$ cat src/rtl/seq_alu_core.sv
// seq_alu_core: registered, handshaked ALU.
// SUB and NAND finish on the accepting edge. Leading-ones and one-hot
// decode of {B,A} walk the operand one bit per clock, MSB first.
module seq_alu_core #(
   parameter int WIDTH = 4
) (
   input  logic             i_clk,
   input  logic             i_rst_n,
   input  logic             i_valid,
   output logic             o_ready,
   input  logic [1:0]       i_op,
   input  logic [WIDTH-1:0] i_a,
   input  logic [WIDTH-1:0] i_b,
   output logic             o_valid,
   input  logic             i_ready,
   output logic [WIDTH-1:0] o_y,
   output logic             o_overflow,
   output logic             o_err,
   input  logic             i_clr,
   output logic             o_ovf_sticky,
   output logic             o_err_sticky
);
   localparam int CW = 2 * WIDTH;
   localparam int IW = $clog2(CW);

   typedef enum logic [1:0] {IDLE, SCAN, DONE} state_t;

   state_t           state, state_n;
   logic [CW-1:0]    c_q, c_n;
   logic [1:0]       op_q, op_n;
   logic [IW-1:0]    idx_q, idx_n;
   logic [CW:0]      cnt_q, cnt_n;
   logic [IW-1:0]    pos_q, pos_n;
   logic             seen_q, seen_n;
   logic             eint_q, eint_n;
   logic [WIDTH-1:0] y_q, y_n;
   logic             ovf_q, ovf_n;
   logic             err_q, err_n;
   logic [WIDTH-1:0] diff;
   logic             cur_bit;
   logic [CW:0]      pos_ext;
   logic             handoff;

   assign o_ready    = (state == IDLE);
   assign o_valid    = (state == DONE);
   assign o_y        = y_q;
   assign o_overflow = ovf_q;
   assign o_err      = err_q;
   assign handoff    = o_valid && i_ready;

   // State and datapath registers
   always_ff @(posedge i_clk or negedge i_rst_n) begin
      if (!i_rst_n) begin
         state  <= IDLE;
         c_q    <= '0;
         op_q   <= '0;
         idx_q  <= '0;
         cnt_q  <= '0;
         pos_q  <= '0;
         seen_q <= 1'b0;
         eint_q <= 1'b0;
         y_q    <= '0;
         ovf_q  <= 1'b0;
         err_q  <= 1'b0;
      end else begin
         state  <= state_n;
         c_q    <= c_n;
         op_q   <= op_n;
         idx_q  <= idx_n;
         cnt_q  <= cnt_n;
         pos_q  <= pos_n;
         seen_q <= seen_n;
         eint_q <= eint_n;
         y_q    <= y_n;
         ovf_q  <= ovf_n;
         err_q  <= err_n;
      end
   end

   // Next state, scan step and result formation
   always_comb begin
      state_n = state;
      c_n     = c_q;
      op_n    = op_q;
      idx_n   = idx_q;
      cnt_n   = cnt_q;
      pos_n   = pos_q;
      seen_n  = seen_q;
      eint_n  = eint_q;
      y_n     = y_q;
      ovf_n   = ovf_q;
      err_n   = err_q;
      diff    = i_a - i_b;
      cur_bit = c_q[idx_q];
      pos_ext = '0;
      case (state)
         IDLE: begin
            if (i_valid) begin
               c_n  = {i_b, i_a};
               op_n = i_op;
               case (i_op)
                  2'b00: begin
                     y_n     = diff;
                     ovf_n   = (i_a[WIDTH-1] != i_b[WIDTH-1]) &&
                               (diff[WIDTH-1] != i_a[WIDTH-1]);
                     err_n   = 1'b0;
                     state_n = DONE;
                  end
                  2'b01: begin
                     y_n     = ~(i_a & i_b);
                     ovf_n   = 1'b0;
                     err_n   = 1'b0;
                     state_n = DONE;
                  end
                  default: begin
                     idx_n   = IW'(CW - 1);
                     cnt_n   = '0;
                     pos_n   = '0;
                     seen_n  = 1'b0;
                     eint_n  = 1'b0;
                     state_n = SCAN;
                  end
               endcase
            end
         end
         SCAN: begin
            if (op_q == 2'b10) begin
               // Leading ones: stop at the first zero or after bit 0
               if (cur_bit) cnt_n = cnt_q + (CW+1)'(1);
               if (!cur_bit || idx_q == '0) begin
                  y_n     = cnt_n[WIDTH-1:0];
                  ovf_n   = |cnt_n[CW:WIDTH];
                  err_n   = 1'b0;
                  state_n = DONE;
               end else begin
                  idx_n = idx_q - IW'(1);
               end
            end else begin
               // One-hot: always full length; last set bit seen is the lowest
               if (cur_bit) begin
                  if (seen_q) eint_n = 1'b1;
                  pos_n  = idx_q;
                  seen_n = 1'b1;
               end
               if (idx_q == '0) begin
                  pos_ext = (CW+1)'(pos_n);
                  y_n     = pos_ext[WIDTH-1:0];
                  ovf_n   = |pos_ext[CW:WIDTH];
                  err_n   = eint_n || !seen_n;
                  state_n = DONE;
               end else begin
                  idx_n = idx_q - IW'(1);
               end
            end
         end
         DONE: begin
            if (i_ready) state_n = IDLE;
         end
         default: state_n = IDLE;
      endcase
   end

   // Sticky flags: clear first, then OR in the flags of a same-cycle handoff
   always_ff @(posedge i_clk or negedge i_rst_n) begin
      if (!i_rst_n) begin
         o_ovf_sticky <= 1'b0;
         o_err_sticky <= 1'b0;
      end else if (handoff) begin
         o_ovf_sticky <= (o_ovf_sticky && !i_clr) || ovf_q;
         o_err_sticky <= (o_err_sticky && !i_clr) || err_q;
      end else if (i_clr) begin
         o_ovf_sticky <= 1'b0;
         o_err_sticky <= 1'b0;
      end
   end
endmodule

$ cat config.mk
export PLATFORM = sky130hd
export DESIGN_NAME = seq_alu_core
export DESIGN_NICKNAME = d
export VERILOG_FILES = /design/src/rtl/seq_alu_core.sv
export SDC_FILE = /design/constraint.sdc
export NUM_CORES = 1
export LEC_CHECK = 0
export CORE_MARGIN = 1
export CORE_UTILIZATION = 50
export DETAILED_ROUTE_END_ITERATION = 6
export PLACE_DENSITY = 0.75
export SLEW_MARGIN = 15
export SYNTH_ARGS = -nofsm -noshare
export SYNTH_HDL_FRONTEND = slang
export SYNTH_SLANG_ARGS = --single-unit
$ cat constraint.sdc
create_clock -name i_clk -period 1.9 [get_ports i_clk]
set_input_delay 0.38 -clock i_clk [delete_from_list [all_inputs] [get_ports i_clk]]
set_output_delay 0.38 -clock i_clk [all_outputs]
set_load 0.005 [all_outputs]
==> results.txt, run 1 <==
- The tree is rooted in a sky130_fd_sc_hd__clkbuf_8.
- Hold buffers post-CTS: 0
- Static Leak: 1.55 nW
- Entering global routing, the biggest net connects 38 pins.
* Ratio of cells with drive above 1 in the final layout: 0.304
- Number of iterations in the first detailed-routing pass: 6
* Max Clk Rate: 499 MHz
- For this block, wires on met1 add up to 2.49 mm.
- The number of nets handed over by synthesis was roughly 290.
- The worst setup path is launched from a flop.
* Total of endpoints with negative setup slack in the final report: 10
* Primary flip-flop cell chosen by synthesis mapping: sky130_fd_sc_hd__dfrtp_1
- Reg2Reg Depth: 7
* Number of antenna cells inserted: 0
- Delay of the slowest critical-path stage: 0.49 ns
* Final-layout fill cell count: 326
* Worst slew margin relative to its limit: 0.687
- Estimated wirelength of the detail-placed design: 4.24 mm
* Count of nets left with antenna violations after detail routing: 0
- Number of enable flip-flop cells after synthesis: 0
- Multiplexer fraction of the synthesized cell area: 0.0591
- GRT overflow: 0
* GRT Util Overall: 0.262
* Critical path arrival: 2.18 ns
- Final Non-Filler Cells: between 300 and 400
* Power density over the cells: 1520 nW/um^2
- Detailed routing placed a total of ~3.2 mm of wire on met2.
* Placed insts: 369
* Synth Instances: approximately 260
* Antenna violations before repair: 0
- For this configuration, the core starts out at a cell density of 0.529.
* Outcome: finished with violations
* Nets@finish: roughly 360
* Post-Synth XOR/XNOR Area: 0.0298
- Adder-Cell Fraction of Synth Area: 0.0618
- Max-cap violations in this run came to 0.
* Overall via count from detail_route: 2255
- By instance count, the leading cell after synthesis is sky130_fd_sc_hd__nand2_1.
- By area the synthesized netlist is led by sky130_fd_sc_hd__dfrtp_1 (39%), sky130_fd_sc_hd__nand2_1 (7.3%), sky130_fd_sc_hd__ha_1 (5.3%).
* Dominant combinational cell family by area after synthesis: simple AND/OR/NAND/NOR gates
- The highest layer touched by signal routing is met4.
- The number of different library cells used by synthesis comes to 55.
- In the detailed route, the total length drawn on met3 is 420 um.
* Cell-by-cell listing of the critical path: mux2i_2 > a22o_4 > or2_4 > buf_6 > o31a_2 > o21ai_2 > o31ai_1
* Data required time at the worst endpoint: 2.08 ns
- On the critical path, the stage with the largest delay is an instance of sky130_fd_sc_hd__dfrtp_2.
- After clock tree synthesis, the clock-pin slew on the worst setup and hold paths is approximately 0.080 ns.
- Along the worst path, the maximum fanout reaches 6.
- Number of DRC markers in iteration 0: around 200
- In the routed layout, each cell is associated on average with a via count of about 5.8.
- Minimum clock period after layout: about 2.0 ns
- Min-delay worst type: input port to async pin
- Across all setup checks in the final design, the least slack found is -0.104 ns.
* Final period utilization: 1.05
- DR DRC count: 2
* Crit path capture type: flop
- Routability-driven placement finished with a final weighted congestion of 0.838.
* Failing checks: DRC, setup timing
- Number of primary I/O pins: 25
* Mean Syn Cell Area: 9.07 sq um
- The die is 70.6 um wide.
- The biggest area contributor in the post-synthesis netlist is sky130_fd_sc_hd__dfrtp_1.
- Worst clock skew: 0.00715 ns
- Counting buffers and inverters, the worst setup path is 7 cells deep.
* Type of the setup path with the least slack: flop to flop
- Buf+Inv Stages, Crit Path: 1
- Synth-to-layout area growth: 36.6%
- Across the VDD grid, the largest voltage drop is 0.000614 V.
- TritonCTS built the clock tree.
* Mapped cell area: 2350 sq um
- Unrepaired setup endpoints after global routing: true
- Basic-gate share of the synthesized area counting and, or, nand and nor cells: 0.202
* Clock buffer depth: 2
* Drt wl/cell: 16.2 um
- For the pin with the worst max-slew slack, the measured transition is approximately 0.47 ns.
- In this run the core area contains 24 standard-cell rows.
- Port-buffer cells: 24
- Global-route wire length before repair: about 10 mm
- Core ar.: 4440 sq um
* # H-tree levels: 2
* Number of warning messages in the yosys log: 0
* Final hold violation count: 0
- The floorplan step defined a die boundary enclosing around 5000 sq um.
- Pins Over Slew Limit: 0
- Largest delay share family, worst path: compound AO/OA/AOI/OAI gates
- Total detailed-routing wirelength: 6.25 mm
* Die Span Y: 70.6 um
- Clock latency on the worst-skew pair: a little under 0.3 ns
- Clock buffers created by TritonCTS: 5
- Via count of the first global-routing pass: 2158
- Sequential share of the synthesized area: 0.394
* Post-synthesis compound-gate area fraction: 0.188
- Of the post-synthesis cell area, the dominant cell type holds 0.394.
- The commonest cells after synthesis are sky130_fd_sc_hd__nand2_1 (46), sky130_fd_sc_hd__dfrtp_1 (37), sky130_fd_sc_hd__o21ai_0 (21).
- Share of the core filled with cells in the final layout: 0.722
- For this design, the sink count on the clock tree is 37.
* Flop and latch count out of synthesis: 37
- Counting flops with an async set or reset pin after synthesis yields a share of 1.00.
[power breakdown]
| part | internal [W] | switching, W |
|---|---|---|
| Sequential | 0.00107 | 0.000274 |
| Combinational | 0.00160 | 0.00135 |
| Clock | 0.000288 | 0.000284 |
| Total | 0.00296 | 0.00190 |
[worst register-to-register path, delay by kind of cell, from the launching register on]
| family | cells | cell delay (ns) |
|---|---|---|
| buf+inv | 1 | 0.14 |
| flops | 1 | 0.49 |
| simple gates | 1 | 0.27 |
| mux | 1 | 0.19 |
| compound gates | 4 | 0.81 |
[repair_timing]
item,CTS,global route
resized for setup,14,25
buffers inserted,5,6
pin swaps,4,10
hold endpoints to repair,0,0
setup endpoints to repair,20,20
[sequential cells by signal, indices dropped and copies added (netlist names), 2 cells and up]
signal	flops
c_q	8
state	2
idx_q	3
cnt_q	9
op_q	2
pos_q	3
o_y	4
[logic make-up after synthesis]
logic type	count (synthesis)
xor+xnor	8
flops	37
mux	12
fa+ha+maj	11
buf+inv	27
simple gates	99
compound gates	65
[routing by layer]
metal / vias to the layer above / GRT usage
met2: 96 / 0.449
met5: - / 0
met3: 16 / 0.0470
met4: 0 / 0.0911
met1: 1094 / 0.339
li1: 1049 / -
[metrics by stage]
step                hold WS, ns  area (sq um)  setup WS, ns  TNS (ns)  total power (W)
floorplan                0.0844          2370      -0.00269  -0.00269          0.00275
global placement          0.450          2910        -0.271     -2.05          0.00364
detailed placement        0.457          2910        -0.331     -2.73          0.00372
CTS                       0.141          3090       -0.0912    -0.378          0.00457
global route              0.175          3210        -0.159     -1.62          0.00518
finish                    0.124          3210        -0.104    -0.620          0.00486
[area by class of cell]
cell class / count / area [sq um] / share of cell area
clock buffer: 7 / 86.3 / 0.0269
inverter: 14 / 52.6 / 0.0164
multi-input combinational: 195 / 1380 / 0.430
sequential: 37 / 931 / 0.290
tap: 52 / 65.1 / 0.0203
timing repair buffer: 82 / 693 / 0.216
[path summary, 6_finish.rpt]
path,end,start,slack [ns]
max,cnt_q[7],idx_q[1],-0.10
min,o_err,i_rst_n,0.12
max reg2reg,cnt_q[7],idx_q[1],-0.10
min reg2reg,pos_q[0],pos_q[0],0.49
max in group asynchronous,idx_q[2],i_rst_n,1.43
min in group i_clk,pos_q[0],pos_q[0],0.49
[cells in the final DEF, fill, tap and decap left out, types with 3 or more instances in the layout]
cell / count
sky130_fd_sc_hd__nor2b_1: 4
sky130_fd_sc_hd__ha_1: 10
sky130_fd_sc_hd__buf_6: 6
sky130_fd_sc_hd__clkbuf_8: 6
sky130_fd_sc_hd__nand2b_1: 3
sky130_fd_sc_hd__xor2_1: 3
sky130_fd_sc_hd__buf_4: 52
sky130_fd_sc_hd__a21oi_1: 10
sky130_fd_sc_hd__a21o_1: 7
sky130_fd_sc_hd__o21ai_0: 12
sky130_fd_sc_hd__o21ai_1: 7
sky130_fd_sc_hd__nand3_1: 4
sky130_fd_sc_hd__nand2_1: 45
sky130_fd_sc_hd__a31oi_1: 5
sky130_fd_sc_hd__nor2_1: 18
sky130_fd_sc_hd__xnor2_1: 4
sky130_fd_sc_hd__mux2i_1: 4
sky130_fd_sc_hd__nor3_1: 3
sky130_fd_sc_hd__mux2i_2: 5
sky130_fd_sc_hd__dfrtp_1: 33
sky130_fd_sc_hd__clkdlybuf4s50_1: 23
sky130_fd_sc_hd__dfrtp_2: 4
sky130_fd_sc_hd__inv_1: 14
No activity file was read; power rests on OpenSTA's default activity.
==> run 2, diff against run 1 <==
--- a/config.mk
+++ b/config.mk
@@ -8,6 +8,7 @@
 export CORE_MARGIN = 1
 export CORE_UTILIZATION = 50
 export DETAILED_ROUTE_END_ITERATION = 6
+export HOLD_SLACK_MARGIN = 0.12
 export PLACE_DENSITY = 0.75
 export SLEW_MARGIN = 15
 export SYNTH_ARGS = -nofsm -noshare
==> results of run 2 <==
The final DEF is identical to that of run 1; final timing and power are the same.
==> run 3, diff against run 2 <==
--- a/config.mk
+++ b/config.mk
@@ -5,9 +5,11 @@
 export SDC_FILE = /design/constraint.sdc
 export NUM_CORES = 1
 export LEC_CHECK = 0
+export ABC_AREA = 1
 export CORE_MARGIN = 1
 export CORE_UTILIZATION = 50
 export DETAILED_ROUTE_END_ITERATION = 6
+export GPL_TIMING_DRIVEN = 0
 export HOLD_SLACK_MARGIN = 0.12
 export PLACE_DENSITY = 0.75
 export SLEW_MARGIN = 15
==> results.txt, run 3 <==
* Worst slew margin relative to its limit: 0.664
* VDD IR-drop max: 0.000865 V
* WHS: 0.450 ns
- # H-tree levels: 2
* Mean Syn Cell Area: 7.67 sq um
- Sequential standard cell area: approximately 930 sq um
* Count of nets left with antenna violations after detail routing: 0
- GRT Util Overall: 0.247
* Ranking of synthesized cells by area: sky130_fd_sc_hd__dfrtp_1 (42%), sky130_fd_sc_hd__nand2_1 (14%), sky130_fd_sc_hd__inv_1 (7.1%)
- After floorplanning, the core was divided into 23 placement rows.
- Synth-to-layout area growth: 22.6%
- In this run the deepest clock path goes through 2 buffers.
- Entering global routing, the biggest net connects 22 pins.
* Instance count along the most critical hold path: 3
* Final period utilization: 0.971
- Synthesis inferred 37 register bits.
* Outcome: finished clean
- The analysis attributes to cell leakage a power of 1.38 nW.
* Pins Over Slew Limit: 0
- Endpoint of the worst hold path: c_q[6]
- Synth Instances: 290
- Total detailed-routing wirelength: 4.98 mm
* Type of the setup path with the least slack: flop to output pin
- Number of enable flip-flop cells after synthesis: 0
* Reg2Reg Depth: 10
* GRT overflow: 0
- The startpoint identified for the worst hold timing path is i_b[2].
- Critical Path Start Type: flop
* CTS tree: built
* Port-buffer cells: 24
* Worst r2r dst: o_y[1]
- The die covers between 4000 and 5000 sq um.
* FF-to-FF setup slack: 0.17 ns
- Critical path arrival: 1.46 ns
* Worst clock skew: around 0.0035 ns
- Nets@finish: between 300 and 400
* Antenna violations before repair: 0
- Overall via count from detail_route: about 2k
- The worst hold path belongs to the class input port to flop.
- Initial core utilization: 0.537
* Power density over the cells: 1460 nW/um^2
- Synthesis produced a netlist with a net count of ~320.
- The library cell used most frequently in the layout, excluding fill and tap cells, is sky130_fd_sc_hd__nand2_1.
- Clock latency on the worst-skew pair, taken at its later pin, is 0.29 ns.
* Crit path capture type: output pin
- Based on the critical path, the design can be clocked at up to roughly 540 MHz.
* Slowest cell on the critical path: sky130_fd_sc_hd__clkdlybuf4s50_1
- The share of synthesized area in the top cell type comes to 0.416.
- Setup violations remaining at the end of the flow were counted as 0.
* TritonCTS sink count: 37
* Total area of multi-input combinational cells: 1130 sq um
- The final hold violation count came to 0.
- Cell with the most instances after synthesis: sky130_fd_sc_hd__nand2_1
- The largest single stage delay on the critical path is roughly 0.52 ns.
- In this run, the number of DRC markers left after iteration 0 of detailed routing was 157.
- Once the clock tree was built, the setup fixing pass inserted 0 buffers.
* Number of antenna cells inserted: 0
- Minimum clock period after layout: 1.84 ns
- For the pin with the worst max-slew slack, the measured transition is 0.501 ns.
- The tool flagged a number of max-cap violations equal to 0.
- Yosys printed 0 warnings.
- Measured on the finished design, the core utilization comes to 0.658.
- Cell-by-cell listing of the critical path: nor2_2 > clkdlybuf4s50_1
- Top cell types by occurrence after synthesis: sky130_fd_sc_hd__nand2_1 (81), sky130_fd_sc_hd__inv_1 (42), sky130_fd_sc_hd__dfrtp_1 (37)
* Most used cells in the layout excluding fill and tap cells: sky130_fd_sc_hd__nand2_1 (80), sky130_fd_sc_hd__inv_1 (40), sky130_fd_sc_hd__dfrtp_1 (37), sky130_fd_sc_hd__o21ai_0 (28)
- Mapped cell area: 2220 sq um
- The worst register-to-register path begins at idx_q[1].
* Global-route wire length before repair: 8.45 mm
- Clock buffers created by TritonCTS: 5
- In this run, distinct cell masters in the synthesized netlist total 31.
* DR DRC count: 0
* Estimated wirelength of the detail-placed design: 3.62 mm
- RePlAce Congestion: 0.850
- Cell at the root of the clock tree: sky130_fd_sc_hd__clkbuf_8
- After detailed routing, the number of vias per cell comes to approximately 5.2.
* Core ar.: 4140 sq um
- Final-layout fill cell count: 356
* Chip Width: between 60 and 70 um
* Primary flip-flop cell chosen by synthesis mapping: sky130_fd_sc_hd__dfrtp_1
* Via count of the first global-routing pass: around 1.8k
- Sequential share of the synthesized area: 0.416
- Counting flops with an async set or reset pin after synthesis yields a share of 1.00.
- For this design the top-level I/O count stands at 25.
* Number of iterations in the first detailed-routing pass: 4
- After detailed routing, the average wire length per cell comes to 13.3 um.
* Register with the most flip-flops: cnt_q
- Largest register FFs: 9
* CTS clk-pin slew, worst paths: ~0.080 ns
- In this run the worst path has a maximum fanout of 6.
- STA puts the critical path data required time at about 1.5 ns.
* Ratio of cells with drive above 1 in the final layout: 0.133
- Die Span Y: 68.7 um
- sky130_fd_sc_hd__dfrtp_1 takes more of the synthesized area than any other cell.
## run 3: cell types whose count changed after synthesis, sizes merged, moves of 5 or more
| cell | change |
|---|---|
| o21ai | +10 |
| nand3 | +17 |
| xnor2 | -5 |
| a21o | -7 |
| nand2 | +46 |
| inv | +32 |
| buf | -5 |
| a21oi | -5 |
| clkbuf | -5 |
| mux2i | -9 |
## run 3: worst max-delay path by stage
stage / to / slack [ns] / startpoint
2_1_floorplan: o_y[2] / 0.34 / i_a[0]
4_1_cts: o_overflow / 0.002 / i_b[2]
6_report: o_ready / 0.06 / state[0]
5_1_grt: o_ready / -0.003 / state[0]
3_5_place_dp: o_overflow / -0.40 / i_b[2]
3_3_place_gp: cnt_q[8] / -0.44 / i_rst_n
## run 3: worst max-delay path: cells and delay by family (launching register included)
family	cells	cell delay, ns
buf+inv	1	0.52
flops	1	0.46
simple gates	1	0.19
## run 3: cell families (layout without fill, tap and decap cells)
kind of cell,Yosys count,after routing,synth area share
xor gates and xnor gates,7,7,0.0276
DFF,37,37,0.416
AOI/OAI and AO/OA,45,45,0.117
and+or+nand+nor,140,140,0.279
adders and majority gates,11,11,0.0653
buffers and inverters,50,84,0.0951
## run 3: timing repair
action	CTS	global route
endpoints found under the setup margin	3	5
hold buffers	1	0
hold endpoints to repair	16	0
pin swaps	3	3
resized for setup	5	13
## run 3: where the power goes
part	internal [W]	switching, W	leakage (nW)
Combinational	0.000760	0.00124	0.856
Clock	0.000393	0.000306	0.0543
Sequential	0.00108	0.000200	0.472
Total	0.00223	0.00175	1.38
## run 3: through the flow
stage          worst slack, ns  cell area [sq um]  total power (W)  TNS [ns]  cells
3_3_place_gp            -0.442               2530          0.00318    -17.40    364
3_5_place_dp            -0.402               2550          0.00324     -1.33    365
4_1_cts                0.00215               2680          0.00397         0    374
5_1_grt               -0.00349               2730          0.00432  -0.00349    374
2_1_floorplan            0.339               2220          0.00262         0    290
6_report                0.0555               2730          0.00398         0    374
## run 3: routing by layer
metal | track usage | share of wire | up-vias
li1 | - | - | 984
met1 | 0.348 | 0.48 | 895
met2 | 0.386 | 0.45 | 60
met3 | 0.0395 | 0.050 | 10
met4 | 0.0807 | 0.020 | 0
met5 | 0 | 0 | -
## run 3: final cells by class
class / count / area share
repair buffers: 26 / 0.103
multi-input cells: 203 / 0.414
well taps: 50 / 0.0229
flip-flops and latches: 37 / 0.340
clock buffers: 5 / 0.0252
inverters: 47 / 0.0665
clock inverters: 3 / 0.0170
plain buffers: 3 / 0.0119
